--- src/rtl/add_arbiter.sv ---
// Round-robin arbiter sharing one external adder among N_REQ requesters.
// Each operation runs IDLE -> ISSUE -> WAIT -> RESP; the adder result is captured in WAIT.
module add_arbiter #(
    parameter int N_REQ  = 4,
    parameter int IN_WL  = 15,
    parameter int OUT_WL = 16
) (
    input  logic                        clk,
    input  logic                        rst,
    input  logic [N_REQ-1:0]            req_valid,
    output logic [N_REQ-1:0]            req_ready,
    input  logic [N_REQ*IN_WL-1:0]      req_a,
    input  logic [N_REQ*IN_WL-1:0]      req_b,
    output logic                        add_rstb,
    output logic signed [IN_WL-1:0]     add_a,
    output logic signed [IN_WL-1:0]     add_b,
    input  logic signed [OUT_WL-1:0]    add_r,
    output logic                        resp_valid,
    output logic [$clog2(N_REQ)-1:0]    resp_id,
    output logic signed [OUT_WL-1:0]    resp_r,
    input  logic                        resp_ready,
    output logic                        busy,
    output logic [15:0]                 op_cnt
);

    localparam int ID_W = $clog2(N_REQ);

    typedef enum logic [1:0] {IDLE, ISSUE, WAIT, RESP} state_t;

    state_t                   state_q;
    logic [ID_W-1:0]          ptr_q;
    logic [ID_W-1:0]          cap_id_q;
    logic signed [IN_WL-1:0]  cap_a_q;
    logic signed [IN_WL-1:0]  cap_b_q;
    logic [ID_W-1:0]          resp_id_q;
    logic signed [OUT_WL-1:0] resp_r_q;
    logic [15:0]              op_cnt_q;
    logic                     add_rstb_q;

    logic                     found_d;
    logic [ID_W-1:0]          win_d;
    logic [ID_W:0]            idx_d;
    logic [ID_W-1:0]          ptr_d;
    logic signed [IN_WL-1:0]  sel_a_d;
    logic signed [IN_WL-1:0]  sel_b_d;
    logic                     handshake;

    // Search starts at ptr_q and wraps; the extra index bit keeps the wrap exact for any N_REQ.
    always_comb begin
        found_d = 1'b0;
        win_d   = '0;
        idx_d   = '0;
        for (int k = 0; k < N_REQ; k++) begin
            idx_d = {1'b0, ptr_q} + (ID_W+1)'(k);
            if (idx_d >= (ID_W+1)'(N_REQ)) begin
                idx_d = idx_d - (ID_W+1)'(N_REQ);
            end
            if (!found_d && req_valid[idx_d[ID_W-1:0]]) begin
                found_d = 1'b1;
                win_d   = idx_d[ID_W-1:0];
            end
        end
    end

    always_comb begin
        req_ready = '0;
        if (state_q == IDLE && !rst && found_d) begin
            req_ready[win_d] = 1'b1;
        end
    end

    always_comb begin
        sel_a_d = '0;
        sel_b_d = '0;
        for (int i = 0; i < N_REQ; i++) begin
            if (win_d == ID_W'(i)) begin
                sel_a_d = req_a[i*IN_WL +: IN_WL];
                sel_b_d = req_b[i*IN_WL +: IN_WL];
            end
        end
    end

    assign ptr_d     = (win_d == ID_W'(N_REQ-1)) ? '0 : win_d + ID_W'(1);
    assign handshake = |req_ready;

    always_ff @(posedge clk) begin
        if (rst) begin
            state_q    <= IDLE;
            ptr_q      <= '0;
            cap_id_q   <= '0;
            cap_a_q    <= '0;
            cap_b_q    <= '0;
            resp_id_q  <= '0;
            resp_r_q   <= '0;
            op_cnt_q   <= '0;
            add_rstb_q <= 1'b0;
        end else begin
            add_rstb_q <= 1'b1;
            case (state_q)
                IDLE: begin
                    if (handshake) begin
                        cap_a_q  <= sel_a_d;
                        cap_b_q  <= sel_b_d;
                        cap_id_q <= win_d;
                        ptr_q    <= ptr_d;
                        state_q  <= ISSUE;
                    end
                end
                ISSUE: state_q <= WAIT;
                WAIT: begin
                    resp_r_q  <= add_r;
                    resp_id_q <= cap_id_q;
                    state_q   <= RESP;
                end
                RESP: begin
                    if (resp_ready) begin
                        op_cnt_q <= op_cnt_q + 16'd1;
                        state_q  <= IDLE;
                    end
                end
                default: state_q <= IDLE;
            endcase
        end
    end

    // Operands reach the adder only during ISSUE so it sees a clean zero otherwise.
    assign add_a      = (state_q == ISSUE) ? cap_a_q : '0;
    assign add_b      = (state_q == ISSUE) ? cap_b_q : '0;
    assign add_rstb   = add_rstb_q;
    assign resp_valid = (state_q == RESP);
    assign resp_id    = resp_id_q;
    assign resp_r     = resp_r_q;
    assign busy       = (state_q != IDLE);
    assign op_cnt     = op_cnt_q;

endmodule

--- config.mk ---
export PLATFORM = sky130hd
export DESIGN_NAME = add_arbiter
export DESIGN_NICKNAME = d
export VERILOG_FILES = /design/src/rtl/add_arbiter.sv
export SDC_FILE = /design/constraint.sdc
export NUM_CORES = 1
export LEC_CHECK = 0
export ABC_AREA = 1
export CAP_MARGIN = 20
export CORE_MARGIN = 3
export CORE_UTILIZATION = 45
export CTS_CLUSTER_SIZE = 24
export DETAILED_ROUTE_END_ITERATION = 12
export HOLD_SLACK_MARGIN = 0.08
export PLACE_DENSITY_LB_ADDON = 0.15
export RECOVER_POWER = 25
export SLEW_MARGIN = 25
export SYNTH_ARGS = -nofsm -noshare
export SYNTH_HDL_FRONTEND = slang
export SYNTH_SLANG_ARGS = --single-unit
--- constraint.sdc ---
create_clock -name clk -period 6.6 [get_ports clk]
set_clock_uncertainty 0.1 [all_clocks]
set_input_delay 0.66 -clock clk [delete_from_list [all_inputs] [get_ports clk]]
set_output_delay 0.66 -clock clk [all_outputs]
set_load 0.03 [all_outputs]
==> impl_metrics.json, run 1 <==
{
  "status": "finished, violations left",
  "violations": "capacitance limit, slew limit",
  "start_util": 0.470,
  "synth_most_common_cell": "nand2_1",
  "p_sw_frac": 0.539,
  "worst_hold_path_type": "reg2reg",
  "path_cells": "clkdlybuf4s50_1 -> inv_1 -> nand2_1 -> nand3_1 -> nand2_2 -> o21bai_1 -> nor2_1 -> nor2_1 -> inv_1 -> ha_1 -> inv_1 -> nor2_1 -> clkdlybuf4s50_1",
  "yosysTopAreaCell": "dfxtp_1",
  "p_sw_mw": 1.78,
  "layout_min_cycle_time_ps": 4630,
  "stdcell_area_um2": 6730,
  "finalPower_mw": 3.30,
  "cts_buffer_depth": 2,
  "ys_ff_latch": 71,
  "core_area_um2": 9420,
  "synth_cells": 673,
  "cp_max_fo": 31,
  "cts_sinks": 71,
  "hold_path_end": "cap_a_q[13]",
  "power_density_nw_per_um2": 490,
  "critical_path_buf_inv_count": 5,
  "drt_wl_total_mm": 14.9,
  "path_clk_slew_ps": 80,
  "p_leak_nw": 2.88,
  "synth_nets": 826,
  "final_nets": 1013,
  "finalHoldViolCount": 0,
  "start_kind": "input port",
  "io_pins": 214,
  "n_antenna_cell": 0,
  "p_comb_frac": 0.699,
  "crit_slowest_cell": "inv_1",
  "ir_drop_mv": 0.422,
  "synth_common_cells": "162 x nand2_1, 89 x o21ai_0, 71 x dfxtp_1",
  "internal_power_mw": 1.52,
  "cp_top_family": "buffers and inverters",
  "cp.required_ps": 5840,
  "cts-root-buf": "clkbuf_8",
  "hold_path_depth": 2,
  "grt-busiest-layer": "met2",
  "grt_pass1_wl_mm": 24.5,
  "slew_headroom": -0.728,
  "synth_edf_count": 0,
  "synth.distinct_cells": 34,
  "met2_usage": 0.467,
  "async_flop_share": 0,
  "placed_cell_area_um2": 6530,
  "fin_crit_sh": 0.701,
  "hold_path_startpoint": "cap_a_q[13]",
  "wl_per_cell_um": 15.0,
  "yosysWarnings": 0,
  "layout-drive-gt1-share": 0.110,
  "grt_pass1_vias": 5182,
  "clk_latency_ps": 350,
  "cts_buffers": 9,
  "cts_resized": 0,
  "port_buffers": 213,
  "grt_max_degree": 62,
  "crit_path_end_kind": "primary output",
  "rows": 35,
  "ant_nets": 0,
  "cap_violations": 1,
  "r2r-start": "ptr_q[0]",
  "syn_area_per_cell_um2": 6.57,
  "cp_num_cells": 13,
  "max_freq_mhz": 216,
  "clkPwrFrac": 0.110,
  "antenna_found_initial": 0,
  "post_cts_buffers": 0,
  "use_met3": 0.0809,
  "yosysSeqAreaShare": 0.321,
  "firstDrtPassIters": 5,
  "gp_congestion": 0.888,
  "critPathMaxStageDelay_ps": 650,
  "gr-usage-all-layers": 0.269,
  "synth_top_area_share": 0.321,
  "drtIter0Drc": 276,
  "netlist_top_cells_area": "dfxtp_1 32%, nand2_1 14%, o21ai_0 10%",
  "setup_viol": 0,
  "tightest_slew_ps": 2590,
  "crit_type": "in2out",
  "detailed_place_hpwl_mm": 10.8,
  "cts_tree": "done",
  "reg2reg_depth": 14,
  "syn-cell-area_um2": 4420,
  "vias_per_cell": 5.16,
  "die-area_um2": 11100,
  "gr-usage-met1": 0.310,
  "slew_viol_final": 40,
  "drc_errors": 0,
  "syn2layout_area_growth_pct": 52.2,
  "die_y_um": 105,
  "setup_tns_ps": 0,
  "fillers": 782,
  "htreeDepth": 3,
  "rsz0062_at_grt": "false",
  "r2r-end": "cap_b_q[2]",
  "ctsHoldBuffers": 0,
  "synth-main-ff-cell": "dfxtp_1",
  "gr-total-overflow": 0,
  "chipWidth_um": 105,
  "rrSetupSlack_ps": 3000,
  "power_frac_seq": 0.191,
  "num_vias": 5132,
  "critPathArrivalTime_ps": 3870
}
==> tightest hold or removal path, cell delays in order, from the launching register on <==
cell     delay [ps]
dfxtp_1         320
nand2_2          70
a21oi_2          40
==> sequential cells by signal, indices dropped and copies added (netlist names) <==
name,count
op_cnt,16
resp_r,16
cap_a_q,15
cap_b_q,15
cap_id_q,2
ptr_q,2
resp_id,2
state_q,2
add_rstb,1
==> worst max-delay path by stage <==
stage,end,from,slack (ps)
after floorplan,req_ready[3],req_valid[3],3260
after global placement,req_ready[2],req_valid[2],2200
after detailed placement,req_ready[2],req_valid[3],2070
after CTS,req_ready[2],req_valid[3],2020
after global routing,req_ready[2],req_valid[0],1770
final,req_ready[2],req_valid[3],1970
==> routing by layer <==
metal	wire length, um	vias up
met2	7300	215
met1	5940	2336
met5	0	-
li1	-	2549
met4	421	0
met3	1270	32
==> power by group through the flow <==
stage	Sequential, mW	Combinational (mW)	Clock (mW)
finish	0.630	2.31	0.362
global route	0.643	2.57	0.393
CTS	0.630	2.31	0.369
detailed placement	0.638	2.29	0
global placement	0.633	2.23	0
floorplan	0.682	1.72	0
==> kinds of logic after synthesis <==
| family | count (synthesis) | share of synthesized area |
|---|---|---|
| AO/OA/AOI/OAI | 175 | 0.229 |
| XOR/XNOR | 2 | 0.00396 |
| adder cells (fa/ha/maj) | 10 | 0.0283 |
| buffers and inverters | 108 | 0.110 |
| flip-flops | 71 | 0.321 |
| AND/OR/NAND/NOR | 307 | 0.308 |
==> cell usage in the layout, fill, tap and decap left out, types with 5 or more instances in the layout <==
cell	instances
a21oi_1	48
a21oi_2	28
buf_4	5
clkbuf_8	10
clkdlybuf4s50_1	181
dfxtp_1	71
dlygate4sd3_1	31
ha_1	8
inv_1	61
nand2_1	162
nand2_2	33
nand3_1	39
nand4_1	6
nor2_1	55
nor3_1	5
o21ai_0	89
==> final cells by class <==
cell class / instances / area (um^2) / area share
flip-flops and latches: 71 / 1420 / 0.211
well taps: 129 / 161 / 0.0240
clock buffers: 10 / 138 / 0.0204
repair buffers: 218 / 2160 / 0.321
multi-input cells: 494 / 2520 / 0.374
inverters: 66 / 260 / 0.0386
clock inverters: 6 / 68.8 / 0.0102
==> stage by stage <==
step | util | instances | worst slack (ps) | hold WS (ps)
floorplan | - | 673 | 3260 | 339
global placement | 0.693 | 978 | 2200 | 352
detailed placement | 0.693 | 978 | 2070 | 356
CTS | 0.715 | 994 | 2020 | 371
global route | 0.715 | 994 | 1770 | 382
finish | 0.715 | 994 | 1970 | 369
Note: power is estimated with default switching activity, not from simulation.
==> inputs of run 2 (changes only) <==
- CORE_UTILIZATION: 45 -> 37
- clock period: 6.6 -> 3.9 ns (I/O delays scaled with it)
==> impl_metrics.json, run 2 (synthesized netlist as in run 1, its figures left out) <==
{
  "crit_type": "reg2out",
  "layout_commonest_cell": "clkdlybuf4s50_1",
  "finalWorstSetupSlack_ps": 505,
  "layout-drive-gt1-share": 0.117,
  "io_pins": 214,
  "crit_top_cell": "nand2_1",
  "p_leak_nw": 2.95,
  "placed_cell_area_um2": 6620,
  "firstDrtPassIters": 5,
  "final_nets": 1018,
  "grt_max_degree": 47,
  "start_kind": "register",
  "fin_crit_sh": 0.870,
  "setup_viol": 0,
  "die_y_um": 115,
  "detailed_place_hpwl_mm": 11.1,
  "cp_top_family": "simple AND/OR/NAND/NOR gates",
  "r2r-start": "ptr_q[0]",
  "path_clk_slew_ps": 60,
  "hold_path_startpoint": "cap_b_q[13]",
  "num_vias": 5042,
  "wl_per_cell_um": 14.7,
  "post_cts_buffers": 0,
  "rrSetupSlack_ps": 600,
  "antenna_found_initial": 0,
  "violations": "capacitance limit, slew limit",
  "syn2layout_area_growth_pct": 56.5,
  "cts_sinks": 71,
  "cts_resized": 0,
  "htreeDepth": 3,
  "critical_path_buf_inv_count": 3,
  "gr-total-overflow": 0,
  "crit_path_end_kind": "primary output",
  "slew_viol_final": 25,
  "cp.required_ps": 3410,
  "tightest_slew_ps": 1590,
  "cp_num_cells": 12,
  "dp_slack_ps": 354,
  "finalHoldViolCount": 0,
  "path_cells": "nand2_1 -> nand3_1 -> nand2_2 -> nor2_8 -> nand2_1 -> o211ai_1 -> nand2_1 -> ha_1 -> inv_1 -> buf_4 -> nor2_1 -> buf_12",
  "drc_errors": 0,
  "slew_headroom": -0.0579,
  "hold_path_end": "cap_b_q[13]",
  "place_inst": 997,
  "gr-usage-all-layers": 0.216,
  "port_buffers": 213,
  "cap_violations": 1,
  "worst_hold_path_type": "reg2reg",
  "status": "finished, violations left",
  "clk_latency_ps": 320,
  "cts_buffer_depth": 2,
  "max_freq_mhz": 295,
  "ant_nets": 0,
  "fin_util": 0.599,
  "critPathArrivalTime_ps": 2900,
  "reg2reg_depth": 14,
  "vias_per_cell": 4.98,
  "rsz0062_at_grt": "false",
  "chipWidth_um": 115,
  "most-common-layout-cells": "181 x clkdlybuf4s50_1, 162 x nand2_1, 89 x o21ai_0",
  "cts-root-buf": "clkbuf_16",
  "ir_drop_mv": 0.441,
  "cts_buffers": 9,
  "cts_tree": "done",
  "critPathMaxStageDelay_ps": 540,
  "grt_pass1_wl_mm": 23.4,
  "core_area_um2": 11600,
  "setup_tns_ps": 0,
  "gp_congestion": 0.915,
  "drtIter0Drc": 265,
  "hold_path_depth": 2,
  "layout.cells.non_filler": 1013,
  "stdcell_area_um2": 6920,
  "die-area_um2": 13300,
  "ctsHoldBuffers": 0,
  "n_antenna_cell": 0,
  "crit_slowest_cell": "dfxtp_1",
  "grt_pass1_vias": 4861,
  "rows": 39,
  "layout_min_cycle_time_ps": 3390,
  "r2r-end": "cap_b_q[2]",
  "start_util": 0.382,
  "cp_max_fo": 15,
  "power_density_nw_per_um2": 848,
  "drt_wl_total_mm": 14.9
}
## run 2: changes by cell type in the layout (fill, tap and decap cells not counted)
cell,change
dlygate4sd3_1,-4
clkinv_4,-1
buf_4,+4
clkinvlp_4,+1
clkbuf_8,-10
inv_6,+2
clkinv_2,-1
clkbuf_1,+1
clkbuf_16,+9
ha_2,-1
ha_1,+1
buf_12,+4
## run 2: worst min-delay path, stage by stage, from the launching register on
cell and delay [ps]:
dfxtp_1 310, nand2_2 70, a21oi_2 40
## run 2: metrics by stage
| step | hold slack [ps] | power, mW |
|---|---|---|
| floorplan | 339 | 4.07 |
| global placement | 351 | 5.00 |
| finish | 365 | 5.87 |
| detailed placement | 355 | 5.07 |
| global route | 381 | 6.45 |
| CTS | 366 | 5.92 |
## run 2: worst max-delay path by stage
stage	startpoint	to
after global placement	req_valid[2]	cap_b_q[1]
final	ptr_q[0]	req_ready[1]
after detailed placement	req_valid[2]	cap_b_q[2]
after floorplan	ptr_q[0]	req_ready[3]
after CTS	ptr_q[0]	req_ready[1]
after global routing	ptr_q[0]	req_ready[1]
## run 2: metal layers
metal / GRT usage / wire, um / up-vias / part of all wire
met5: 0 / 0 / - / 0
met1: 0.259 / 6140 / 2265 / 0.41
met3: 0.0568 / 1330 / 24 / 0.089
li1: - / - / 2562 / -
met2: 0.374 / 7140 / 191 / 0.48
met4: 0.0712 / 306 / 0 / 0.021
## run 2: layout make-up
cell class,instances,area (um^2)
clock buffer,9,225
clock inverter,7,80.1
fill,1083,4640
inverter,66,260
multi-input combinational,494,2520
sequential,71,1420
tap,143,179
timing repair buffer,223,2240
## run 2: report_power, final
group          internal (mW)  leakage [nW]  switching, mW
combinational           1.42          2.23           2.56
sequential             0.931         0.579          0.131
clock                  0.503         0.143          0.330
total                   2.85          2.95           3.02
==> inputs of run 3 (changes only) <==
- GPL_ROUTABILITY_DRIVEN: default -> 0
==> results of run 3 <==
No change in the layout: final DEF, timing and power equal those of run 2.
